## config.mk

```make
export PLATFORM = sky130hd
export DESIGN_NAME = mem_port_arbiter
export DESIGN_NICKNAME = d
export VERILOG_FILES = /design/src/rtl/mem_pkg.sv /design/src/rtl/mem_port_arbiter.sv
export SDC_FILE = /design/constraint.sdc
export NUM_CORES = 1
export LEC_CHECK = 0
export BUFFER_PORTS_ARGS = -buffer_cell sky130_fd_sc_hd__buf_2
export CAP_MARGIN = 20
export CORE_AREA = 2 2 185 187
export CTS_CLUSTER_DIAMETER = 30
export DETAILED_ROUTE_END_ITERATION = 10
export DIE_AREA = 0 0 187 189
export GPL_TIMING_DRIVEN = 0
export REMOVE_ABC_BUFFERS = 1
export SETUP_SLACK_MARGIN = 0.4
export SLEW_MARGIN = 25
export SYNTH_ARGS = -nofsm -noshare
export SYNTH_HDL_FRONTEND = slang
export SYNTH_SLANG_ARGS = --single-unit
```

## constraint.sdc

```tcl
create_clock -name clk -period 1.5 [get_ports clk]
set_input_delay 0.15 -clock clk [delete_from_list [all_inputs] [get_ports clk]]
set_output_delay 0.15 -clock clk [all_outputs]
set_load 0.02 [all_outputs]
```

## src/rtl/mem_pkg.sv

```systemverilog
// mem_pkg: shared memory geometry and arbiter owner encoding
package mem_pkg;
  localparam int MEM_WORDS = 256;
  localparam int MEM_AW = 8;
  localparam int WORD_W = 64;
  typedef enum logic [1:0] {OWN_NONE, OWN_FETCH, OWN_DATA} owner_e;
endpackage

```

## src/rtl/mem_port_arbiter.sv

```systemverilog
// mem_port_arbiter: fetch/data arbitration onto the single-port data memory
// MEM_ARB_STARVE_GUARD_EN adds a fetch starvation guard limited by STARVE_LIMIT
module mem_port_arbiter
  import mem_pkg::*;
#(
  parameter logic [WORD_W-1:0] ADDR_LIMIT = 64'd255,
  parameter int STARVE_LIMIT = 3
) (
  input  logic              clk,
  input  logic              reset,
  input  logic              i_req,
  input  logic [WORD_W-1:0] i_addr,
  output logic              i_gnt,
  output logic              i_done,
  output logic [WORD_W-1:0] i_rdata,
  output logic              i_err,
  input  logic              d_req,
  input  logic              d_we,
  input  logic [WORD_W-1:0] d_addr,
  input  logic [WORD_W-1:0] d_wdata,
  output logic              d_gnt,
  output logic              d_done,
  output logic [WORD_W-1:0] d_rdata,
  output logic              d_err,
  output logic              mem_en,
  output logic              mem_we,
  output logic [MEM_AW-1:0] mem_addr,
  output logic [WORD_W-1:0] mem_wdata,
  input  logic [WORD_W-1:0] mem_rdata
);
  owner_e own_q, own_d;
  logic rd_q, rd_d, err_q, err_d;
  logic i_ok, d_ok, force_i, rd_ok;
  assign i_ok = i_addr <= ADDR_LIMIT;
  assign d_ok = d_addr <= ADDR_LIMIT;
`ifdef MEM_ARB_STARVE_GUARD_EN
  localparam int CW = ($clog2(STARVE_LIMIT + 1) < 2) ? 2 : $clog2(STARVE_LIMIT + 1);
  logic [CW-1:0] cnt_q, cnt_d;
  assign force_i = i_req && (cnt_q == CW'(STARVE_LIMIT));
  // Counts data grants only while fetch is actually waiting
  assign cnt_d = (i_gnt || !i_req) ? '0 : d_gnt ? cnt_q + CW'(1) : cnt_q;
  always_ff @(posedge clk) cnt_q <= reset ? '0 : cnt_d;
`else
  logic unused_starve;
  assign unused_starve = ^STARVE_LIMIT;
  assign force_i = 1'b0;
`endif
  always_comb begin
    d_gnt = !reset && d_req && !force_i;
    i_gnt = !reset && i_req && !d_gnt;
    mem_en = (d_gnt && d_ok) || (i_gnt && i_ok);
    mem_we = mem_en && d_gnt && d_we;
    mem_addr = !mem_en ? '0 : d_gnt ? d_addr[MEM_AW-1:0] : i_addr[MEM_AW-1:0];
    mem_wdata = (mem_en && d_gnt) ? d_wdata : '0;
    own_d = d_gnt ? OWN_DATA : i_gnt ? OWN_FETCH : OWN_NONE;
    rd_d = !(d_gnt && d_we);
    err_d = d_gnt ? !d_ok : (i_gnt && !i_ok);
  end
  always_ff @(posedge clk) begin
    own_q <= reset ? OWN_NONE : own_d;
    rd_q <= !reset && rd_d;
    err_q <= !reset && err_d;
  end
  // Reset in the completion cycle drops the access entirely
  always_comb begin
    rd_ok = rd_q && !err_q;
    i_done = !reset && own_q == OWN_FETCH;
    d_done = !reset && own_q == OWN_DATA;
    i_err = i_done && err_q;
    d_err = d_done && err_q;
    i_rdata = (i_done && rd_ok) ? mem_rdata : '0;
    d_rdata = (d_done && rd_ok) ? mem_rdata : '0;
  end
endmodule

```

Yosys cells after proc, flatten, opt, wreduce, memory -nomap -nowiden
Cells that the tools add are included.
{"block": "word_totals", "register_bits": 4, "in_bits": 261}
{"block": "classes", "order_cmp": 2, "n_eq_ne": 2, "n_mux": 8, "reduce_logical": 26}
{"op": "two-way mux 64 bit", "n": 3}
{"op": "less-or-equal comparator 64 x 8 -> 1 bit, second input constant", "n": 2}
{"op": "logical AND 1 bit", "n": 18}
{"op": "two-way mux 8 bit", "n": 2}
{"op": "zero test 1 bit", "n": 6}
{"op": "== test 2 x 1 -> 1 bit, second input constant", "n": 1}
{"op": "== test 2 bit, second input constant", "n": 1}
{"op": "two-way mux 1 bit", "n": 2}
{"op": "two-way mux 2 bit", "n": 1}
{"op": "OR reduction 2 bit", "n": 1}
{"op": "logical OR 1 bit", "n": 1}

Depth between registers and ports, before layout
Gate-level depths: netlist of run 1.
{"block": "logic_depth", "word_depth": 8, "depth_mapped": 6, "ltp_nobuf": 4}

Worst setup path before layout of run 1
OpenSTA, ideal clock, no wires.
{"block": "synth_timing", "kind": "reg-to-output", "from": "reg own_q[1]", "to": "out d_rdata[10]", "arrival_ps": 1845, "required_ps": 1350, "setup_slack_ps": -495, "path_stages_with_launch": 6, "path_buffers": 2, "path_cell_list": "dfxtp_1 > nor3b_1 > and3b_1 > clkbuf_1 > clkbuf_1 > and2_1"}
{"block": "synth_between", "elab_chain_cells": 4}
{"item": "from (decl)", "line": "mem_port_arbiter.sv:31", "text": "owner_e own_q, own_d;"}
{"item": "from (signal assigned)", "line": "mem_port_arbiter.sv:60", "text": "own_q <= reset ? OWN_NONE : own_d;"}
{"item": "== test 2 bit", "line": "mem_port_arbiter.sv:68", "text": "d_done = !reset && own_q == OWN_DATA;"}
{"item": "logical AND 1 bit", "line": "mem_port_arbiter.sv:68"}
{"item": "net d_done", "line": "mem_port_arbiter.sv:22", "text": "output logic d_done,"}
{"item": "logical AND 1 bit", "line": "mem_port_arbiter.sv:72", "text": "d_rdata = (d_done && rd_ok) ? mem_rdata : '0;"}
{"item": "two-way mux 64 bit", "line": "mem_port_arbiter.sv:72"}
{"item": "to (decl)", "line": "mem_port_arbiter.sv:23", "text": "output logic [WORD_W-1:0] d_rdata,"}
The timed path passes the listed nets, and every way through them passes these cells.

Worst setup path after layout of run 1
{"block": "layout_timing", "from": "in d_addr[30]", "to": "out mem_wdata[5]"}
{"block": "layout_between", "elab_chain_cells": 5}
{"item": "from (decl)", "line": "mem_port_arbiter.sv:19", "text": "input logic [WORD_W-1:0] d_addr,"}
{"item": "less-or-equal comparator 64 x 8 -> 1 bit", "line": "mem_port_arbiter.sv:35", "text": "assign d_ok = d_addr <= ADDR_LIMIT;"}
{"item": "logical AND 1 bit", "line": "mem_port_arbiter.sv:51", "text": "mem_en = (d_gnt && d_ok) || (i_gnt && i_ok);"}
{"item": "logical OR 1 bit", "line": "mem_port_arbiter.sv:51"}
{"item": "logical AND 1 bit", "line": "mem_port_arbiter.sv:54", "text": "mem_wdata = (mem_en && d_gnt) ? d_wdata : '0;"}
{"item": "two-way mux 64 bit", "line": "mem_port_arbiter.sv:54"}
{"item": "to (decl)", "line": "mem_port_arbiter.sv:28", "text": "output logic [WORD_W-1:0] mem_wdata,"}
Every way passes these cells.

==> results of run 1 <==
[cell usage after synthesis]
master / count / share of area (%)
a21oi_1: 1 / 0.21
a2bb2o_1: 1 / 0.41
and2_1: 138 / 36
and3b_1: 2 / 0.72
buf_1: 2 / 0.31
buf_2: 3 / 0.62
buf_6: 7 / 3.3
clkbuf_1: 19 / 2.9
clkinv_1: 1 / 0.16
dfxtp_1: 4 / 3.3
inv_1: 67 / 10
nand2_1: 10 / 1.6
nand2b_1: 1 / 0.26
nand4_1: 6 / 1.6
nor3_1: 5 / 1.0
nor3_2: 60 / 25
nor3b_1: 4 / 1.2
nor4_1: 28 / 7.2
nor4_2: 1 / 0.52
o2bb2ai_1: 9 / 3.3
or4_4: 1 / 0.47
[through the flow]
step	hold slack (ns)	cell area [µm²]	instances
5_1_grt	0.1862	8248	1332
3_3_place_gp	0.3723	5149	1255
2_1_floorplan	0.2191	2246	339
4_1_cts	0.1808	7256	1313
6_report	0.1649	8258	1336
3_5_place_dp	0.4120	5283	1261
[worst paths after layout]
kind | endpoint | slack (ns) | cells after the start
setup / recovery | mem_wdata[5] | -0.67 | 7
hold / removal | rd_q$_DFF_P_ | 0.16 | 2
[layer usage]
layer / vias to the layer above / part of all wire [%] / global-route usage [%]
met5: - / 0.37 / 0
met4: 16 / 3.4 / 4.701
met3: 56 / 6.6 / 2.892
met2: 332 / 53 / 26.65
met1: 2285 / 36 / 14.08
li1: 2239 / - / -
[layout make-up]
cell class                 instances  share of cell area (%)
sequential                         4                   1.000
clock buffer                       3                  0.9091
antenna                            5                  0.1515
timing repair buffer             537                   55.38
multi-input combinational        271                   32.65
inverter                          68                   3.121
tap                              448                   6.788
[kinds of logic after synthesis]
kind of cell	count (synthesis)	synth area share (%)
flops	4	3.311
compound gates	11	3.880
buf+inv	99	17.69
simple gates	256	75.12
[sequential cells by signal, indices dropped and copies added (netlist names)]
signal  cells
rd_q        1
err_q       1
own_q       2
[worst max-delay path, delay by kind of cell]
family | cells | cell delay (ns)
buffers and inverters | 3 | 0.48
and+or+nand+nor | 4 | 1.37
[what timing repair did]
item | CTS | global route
gates resized for setup | 382 | 225
endpoints found under the setup margin | 209 | 208
pin swaps | 65 | 72
buffers inserted | 34 | 10
cloned | 15 | 8
[where the power goes]
group	internal (µW)	leakage, µW	switching, µW	total [µW]
registers	114	0.0000340	6.96	121
clock network	340	0.0000370	72.9	413
logic	457	0.00408	424	881
total	912	0.00415	503	1420
==> out/metrics.yaml, run 1 <==
die:
  rows: 67
  die_area_um2: 35340
  core-area_um2: 33280
  die_y_um: 189
  fp.dieW_um: 187
  pin_count: 469
  initial_core_util_pct: 7.267
setup_path:
  required_ns: 1.35
  crit_chain: "buf_2, nor4_4, nand4_1, or4_4, buf_16, nor3_4, buf_6"
  cpMaxStageDelayCell: "or4_4"
  critPathLaunchType: "input port"
  setup.worst_path.end_class: "output port"
  cpPeakStageDelay_ns: 0.70
  crit_arrival_ns: 2.02
  critPathKind: "input port to output port"
  critPathLaunch: "d_addr[30]"
  cp_max_fo: 6
clock_network:
  cts-buffers-inserted: 3
  tritoncts: "done"
  clk_path_buf_depth: 2
  cts_root_buffer: "clkbuf_16"
  cts_htree_levels: 1
  ctsHoldBuffers: 0
  path_clk_slew_ns: 0.03
  clock-sinks: 4
yosys:
  ys_ff_latch: 4
  synth_area_um2: 2419
  yosys_warnings: 0
  ys_seq_area_share_pct: 3.311
  syn_area_per_cell_um2: 6.537
  yosysUniqueCellTypes: 21
  netlist_instances: 370
global_routing:
  grt_usage_pct: 13.55
  grt_start_max_net_pins: 38
  grt_pass1_vias: 5094
  overflow: 0
  grt_pass1_wl_um: 34850
  antenna_found_initial: 16
placement:
  hpwl_um: 18530
  post-place-ws_ns: -0.9355
  routabilityCongestion: 0.9267
  io_buffers: 468
route:
  first_pass_iters: 4
  post-route-drc-count: 0
  vias: 4928
  drt_iter0_markers: 165
  routed_wl_um: 27770
  drtAntennaViolNets: 0
  via_per_inst: 3.689
  wl_per_cell_um: 20.78
outcome:
  status: "finished, violations left"
  violations: "negative setup slack"
sta:
  maxSlewViolCount: 0
  setup_tns_ns: -84.87
  finalCritPeriodShare_pct: 144.7
  final_hold_viol_count: 0
  setup_viol: 205
  tightest_slew_ns: 0.4118
  setup_slack_ns: -0.6711
  relSlewSlack_pct: 72.53
  fmax_ghz: 0.4606
  rsz0062_at_grt: "true"
  min_period_ns: 2.171
min_path:
  worstHoldPathType: "input port to flip-flop"
  hp-start: "d_we"
layout:
  final_common_cell: "buf_2"
  drive_gt1_share_pct: 87.09
  seq_area_um2: 82.58
  syn_to_final_growth_pct: 241.4
  multi_input_area_um2: 2696
  fin_util_pct: 24.81
  num-nets-final: 1146
  final_cell_mix: "buf_2, buf_6, and2_4"
  fill_cells: 3500
pwr:
  peakVddDrop_mv: 0.1704
  power.density_nw_per_um2: 171.4
  power_uw: 1415
  leakage_uw: 0.004147
flow_run:
  maxCapViolCount: 0
Power figures use the tool's default switching activity.
==> run 2: changes to the inputs <==
--- a/config.mk
+++ b/config.mk
@@ -18,3 +18,4 @@
 export SYNTH_ARGS = -nofsm -noshare
 export SYNTH_HDL_FRONTEND = slang
 export SYNTH_SLANG_ARGS = --single-unit
+export TNS_END_PERCENT = 50
==> run 2 against run 1 <==
Effect of this change: the run still ends with negative setup slack left; power fell by 6.6%; setup slack better by 0.026 ns; clock power hardly changed; hold slack lost 0.0047 ns; flip-flop and latch count stayed put; first-iteration DRC count unchanged; non-clock buffer count fell by 17; cell count shrank 1.1%; critical endpoint is now mem_addr[6]; largest cell class unchanged; highest routed layer unchanged.
==> out/metrics.yaml, run 2 (synthesis gave the netlist of run 1 again) <==
clock_network:
  path_clk_slew_ns: 0.03
  clk_path_buf_depth: 2
  cts-buffers-inserted: 3
  cts_htree_levels: 1
  cts_root_buffer: "clkbuf_16"
  clock-sinks: 4
  tritoncts: "done"
layout:
  fill_cells: 3565
  multi_input_area_um2: 2479
  final_common_cell: "buf_2"
  fin_area_um2: 7477
  num-nets-final: 1128
  largest_reg_flops: 2
  top_register: "own_q"
  syn_to_final_growth_pct: 209.2
  drive_gt1_share_pct: 80.35
  final_cell_mix: "buf_2, buf_4, buf_6"
  seq_area_um2: 82.58
  top_regs: "own_q (2), err_q (1), rd_q (1)"
route:
  routed_wl_um: 25860
  wl_per_cell_um: 19.57
  via_per_inst: 3.637
  vias: 4805
  drt_iter0_markers: 165
  drtAntennaViolNets: 0
  first_pass_iters: 4
  met1_length_um: 9016
  post-route-drc-count: 0
  routed.top_layer: "met5"
  route.met3.wl_um: 2018
  wl_met2_um: 13730
die:
  pin_count: 469
  core-area_um2: 33280
  fp.dieW_um: 187
  die_area_um2: 35340
  rows: 67
  initial_core_util_pct: 7.267
  die_y_um: 189
setup_path:
  setup.worst_path.end_class: "output port"
  critPathKind: "input port to output port"
  cp_max_fo: 5
  critPathLaunchType: "input port"
  required_ns: 1.35
  crit_arrival_ns: 1.99
placement:
  hpwl_um: 18530
  routabilityCongestion: 0.9267
  io_buffers: 468
  placed_area_um2: 5283
flow_run:
  maxCapViolCount: 0
sta:
  finalCritPeriodShare_pct: 143.0
  min_period_ns: 2.145
  fmax_ghz: 0.4663
  maxSlewViolCount: 0
  fin_hold_ws_ns: 0.1602
  relSlewSlack_pct: 61.37
  setup_viol: 205
  final_hold_viol_count: 0
  setup_slack_ns: -0.6446
  tightest_slew_ns: 0.5794
  rsz0062_at_grt: "true"
global_routing:
  overflow: 0
  grt_usage_pct: 12.42
  antenna_found_initial: 21
  grt_pass1_vias: 4708
  grt_start_max_net_pins: 38
  grt_pass1_wl_um: 31820
pwr:
  power.density_nw_per_um2: 176.7
  leakage_uw: 0.003804
  peakVddDrop_mv: 0.1695
min_path:
  worstHoldPathType: "input port to flip-flop"
  holdPathStages: 2
outcome:
  status: "finished, violations left"
  violations: "negative setup slack"
run 2: changes by cell type in the layout (fill, tap and decap cells not counted), sizes merged:
cell / before / now
clkinv: 0 / 1
clkbuf: 9 / 10
nand2b: 2 / 1
diode: 5 / 8
inv: 68 / 67
buf: 531 / 513
run 2: timing repair:
action | in CTS | in global routing
hold buffers | 0 | 0
resized for setup | 186 | 261
pin swaps | 16 | 63
endpoints found under the setup margin | 209 | 209
setup buffers | 20 | 10
gates cloned | 10 | 9
run 2: layout make-up:
type / instances / share of cell area, %
Timing Repair Buffer: 520 / 53.55
Multi-Input combinational cell: 270 / 33.15
Tap cell: 448 / 7.497
Inverter: 68 / 3.430
Sequential cell: 4 / 1.104
Clock buffer: 3 / 1.004
Antenna cell: 8 / 0.2677
run 2: layer usage:
metal	vias to the layer above	GRT usage [%]
met3	64	3.114
met2	349	24.32
met1	2172	12.92
met4	18	3.724
li1	2202	-
met5	-	0
run 2: worst max-delay path: stages:
cell	delay, ns
buf_2	0.11
nor4_2	0.26
nand4_1	0.23
or4_4	0.68
buf_6	0.18
buf_12	0.14
o2bb2ai_4	0.12
buf_6	0.13
run 2: worst paths after layout:
| path | start | end | slack, ns |
|---|---|---|---|
| max | d_addr[12] | mem_addr[6] | -0.64 |
| min | d_we | rd_q$_DFF_P_ | 0.16 |
run 2: metrics by stage:
step / setup WS (ns) / cells / total power (µW) / utilization, % / setup TNS [ns]
after floorplan: -2.503 / 339 / 299.9 / - / -210.95
after global placement: -4.185 / 1255 / 710.0 / 15.47 / -338.89
after detailed placement: -0.9355 / 1261 / 747.4 / 15.87 / -103.74
after CTS: -0.6359 / 1294 / 1240 / 19.27 / -77.60
after global routing: -0.7357 / 1317 / 1393 / 22.44 / -90.52
final: -0.6446 / 1321 / 1321 / 22.47 / -77.31
run 2: report_power, final:
part | internal, µW | switching (µW)
clock | 340 | 72.7
sequential | 114 | 6.57
combinational | 408 | 380
==> run 3: changes to the inputs <==
--- a/config.mk
+++ b/config.mk
@@ -7,10 +7,10 @@
 export LEC_CHECK = 0
 export BUFFER_PORTS_ARGS = -buffer_cell sky130_fd_sc_hd__buf_2
 export CAP_MARGIN = 20
-export CORE_AREA = 2 2 185 187
+export CORE_AREA = 4 4 182 184
 export CTS_CLUSTER_DIAMETER = 30
 export DETAILED_ROUTE_END_ITERATION = 10
-export DIE_AREA = 0 0 187 189
+export DIE_AREA = 0 0 186 188
 export GPL_TIMING_DRIVEN = 0
 export REMOVE_ABC_BUFFERS = 1
 export SETUP_SLACK_MARGIN = 0.4
==> constraint.sdc (replaced) <==
create_clock -name clk -period 1.5 [get_ports clk]
set_input_delay 0.45 -clock clk [delete_from_list [all_inputs] [get_ports clk]]
set_output_delay 0.45 -clock clk [all_outputs]
set_load 0.02 [all_outputs]
==> run 3 against run 2 <==
Effect of this change: the flow still finishes with violations (negative setup slack); first-iteration DRC count fell by 44%; via count fell by 0.83%; power rose by 3.9%; critical path depth did not move; clock-buffer cell count did not move; critical path type unchanged.
==> out/metrics.yaml, run 3 (synthesis gave the netlist of run 1 again) <==
route:
  routed_wl_um: 25940
  drtAntennaViolNets: 0
  via_per_inst: 3.761
  drt_iter0_markers: 93
  wl_per_cell_um: 20.47
  vias: 4765
  first_pass_iters: 4
  post-route-drc-count: 0
die:
  die_area_um2: 34970
  fp.dieW_um: 186
  core-area_um2: 31390
  initial_core_util_pct: 7.704
  rows: 65
  pin_count: 469
  die_y_um: 188
clock_network:
  tritoncts: "done"
  path_clk_slew_ns: 0.03
  cts_root_buffer: "clkbuf_16"
  clk_path_buf_depth: 2
  ctsHoldBuffers: 0
  cts-buffers-inserted: 3
  cts_htree_levels: 1
  clock-sinks: 4
pwr:
  leakage_uw: 0.003854
  switching_share_pct: 35.38
  peakVddDrop_mv: 0.1865
  power.density_nw_per_um2: 185.1
  combPwrFrac_pct: 60.9
  power.share.sequential_pct: 9.1
  internal_power_uw: 887.6
  clockPowerShare_pct: 30.0
  power_uw: 1374
  p_switching_uw: 485.9
setup_path:
  critPathKind: "input port to output port"
  cp_max_fo: 6
  crit_arrival_ns: 2.25
  required_ns: 1.05
  critPathLaunchType: "input port"
  setup.worst_path.end_class: "output port"
sta:
  finalCritPeriodShare_pct: 180.1
  setup_tns_ns: -150.43
  relSlewSlack_pct: 70.12
  tightest_slew_ns: 0.4462
  maxSlewViolCount: 0
  fmax_ghz: 0.3701
  setup_viol: 209
  rsz0062_at_grt: "true"
  final_hold_viol_count: 0
  fin_hold_ws_ns: 0.4237
  setup_slack_ns: -1.202
  min_period_ns: 2.702
layout:
  num-nets-final: 1123
  syn_to_final_growth_pct: 206.9
  largest_reg_flops: 2
  final_cell_mix: "buf_2, buf_6, and2_1"
  top_register: "own_q"
  fin_util_pct: 23.64
  fin_area_um2: 7422
  drive_gt1_share_pct: 78.02
  top_regs: "own_q (2), err_q (1), rd_q (1)"
  final_common_cell: "buf_2"
global_routing:
  grt_start_max_net_pins: 49
  antenna_found_initial: 20
  grt_pass1_vias: 4761
  grt_pass1_wl_um: 32380
  overflow: 0
  grt_usage_pct: 12.76
placement:
  hpwl_um: 19890
  io_buffers: 468
  routabilityCongestion: 0.8628
  placed_area_um2: 5244
outcome:
  status: "finished, violations left"
  violations: "negative setup slack"
flow_run:
  maxCapViolCount: 0
min_path:
  worstHoldPathType: "input port to flip-flop"
[run 3: cell types whose count changed in the layout (fill, tap and decap cells not counted), sizes merged]
cell      before  now
clkinv         1    0
nand2b         1    2
or4            4    3
buf          513  511
clkbuf        10    4
and3b          2    5
diode          8    5
clkinvlp       0    1
[run 3: cell type report]
cell class                 instances  area, µm²
sequential                         4      82.58
inverter                          68      259.0
multi-input combinational        273       2516
clock buffer                       3      75.07
antenna                            5      12.51
timing repair buffer             512       3974
tap                              402      503.0
fill                            3349      23970
[run 3: worst max-delay path: stages]
cell and delay, ns:
buf_6 0.09, nor4_4 0.30, nand4_1 0.17, or4_4 0.59, buf_12 0.18, clkbuf_16 0.17
nor3_2 0.12, buf_4 0.17
[run 3: per-stage QoR]
step | setup slack [ns] | instances
5_1_grt | -1.250 | 1265
3_5_place_dp | -1.720 | 1215
4_1_cts | -1.209 | 1251
3_3_place_gp | -4.744 | 1209
2_1_floorplan | -3.103 | 339
6_report | -1.202 | 1267
[run 3: per-layer routing]
layer	share of wire, %	routed length [µm]	vias to the layer above	GRT usage, %
met2	53	13800	335	25.83
met5	0.35	90	-	0
met3	9.2	2391	48	3.356
li1	-	-	2194	-
met4	1.5	383	14	1.457
met1	36	9273	2174	13.22
[run 3: final timing paths]
| path | startpoint | cells past startpoint | endpoint | slack, ns |
|---|---|---|---|---|
| worst max-delay path | d_addr[31] | 8 | mem_wdata[37] | -1.20 |
| worst min-delay path | reset | 2 | own_q[0]$_SDFF_PP0_ | 0.42 |
[run 3: timing repair]
| action | CTS | global route |
|---|---|---|
| cloned | 13 | 4 |
| setup buffers | 20 | 7 |
| resized for setup | 219 | 232 |
| pin swaps | 25 | 41 |
| endpoints found under the setup margin | 209 | 209 |
[run 3: power by group through the flow]
| stage | logic [µW] | clock network, µW | registers (µW) |
|---|---|---|---|
| after floorplan | 183 | 0 | 117 |
| after global placement | 599 | 0 | 119 |
| after detailed placement | 634 | 0 | 120 |
| after CTS | 711 | 419 | 124 |
| after global routing | 907 | 426 | 127 |
| final | 836 | 412 | 126 |
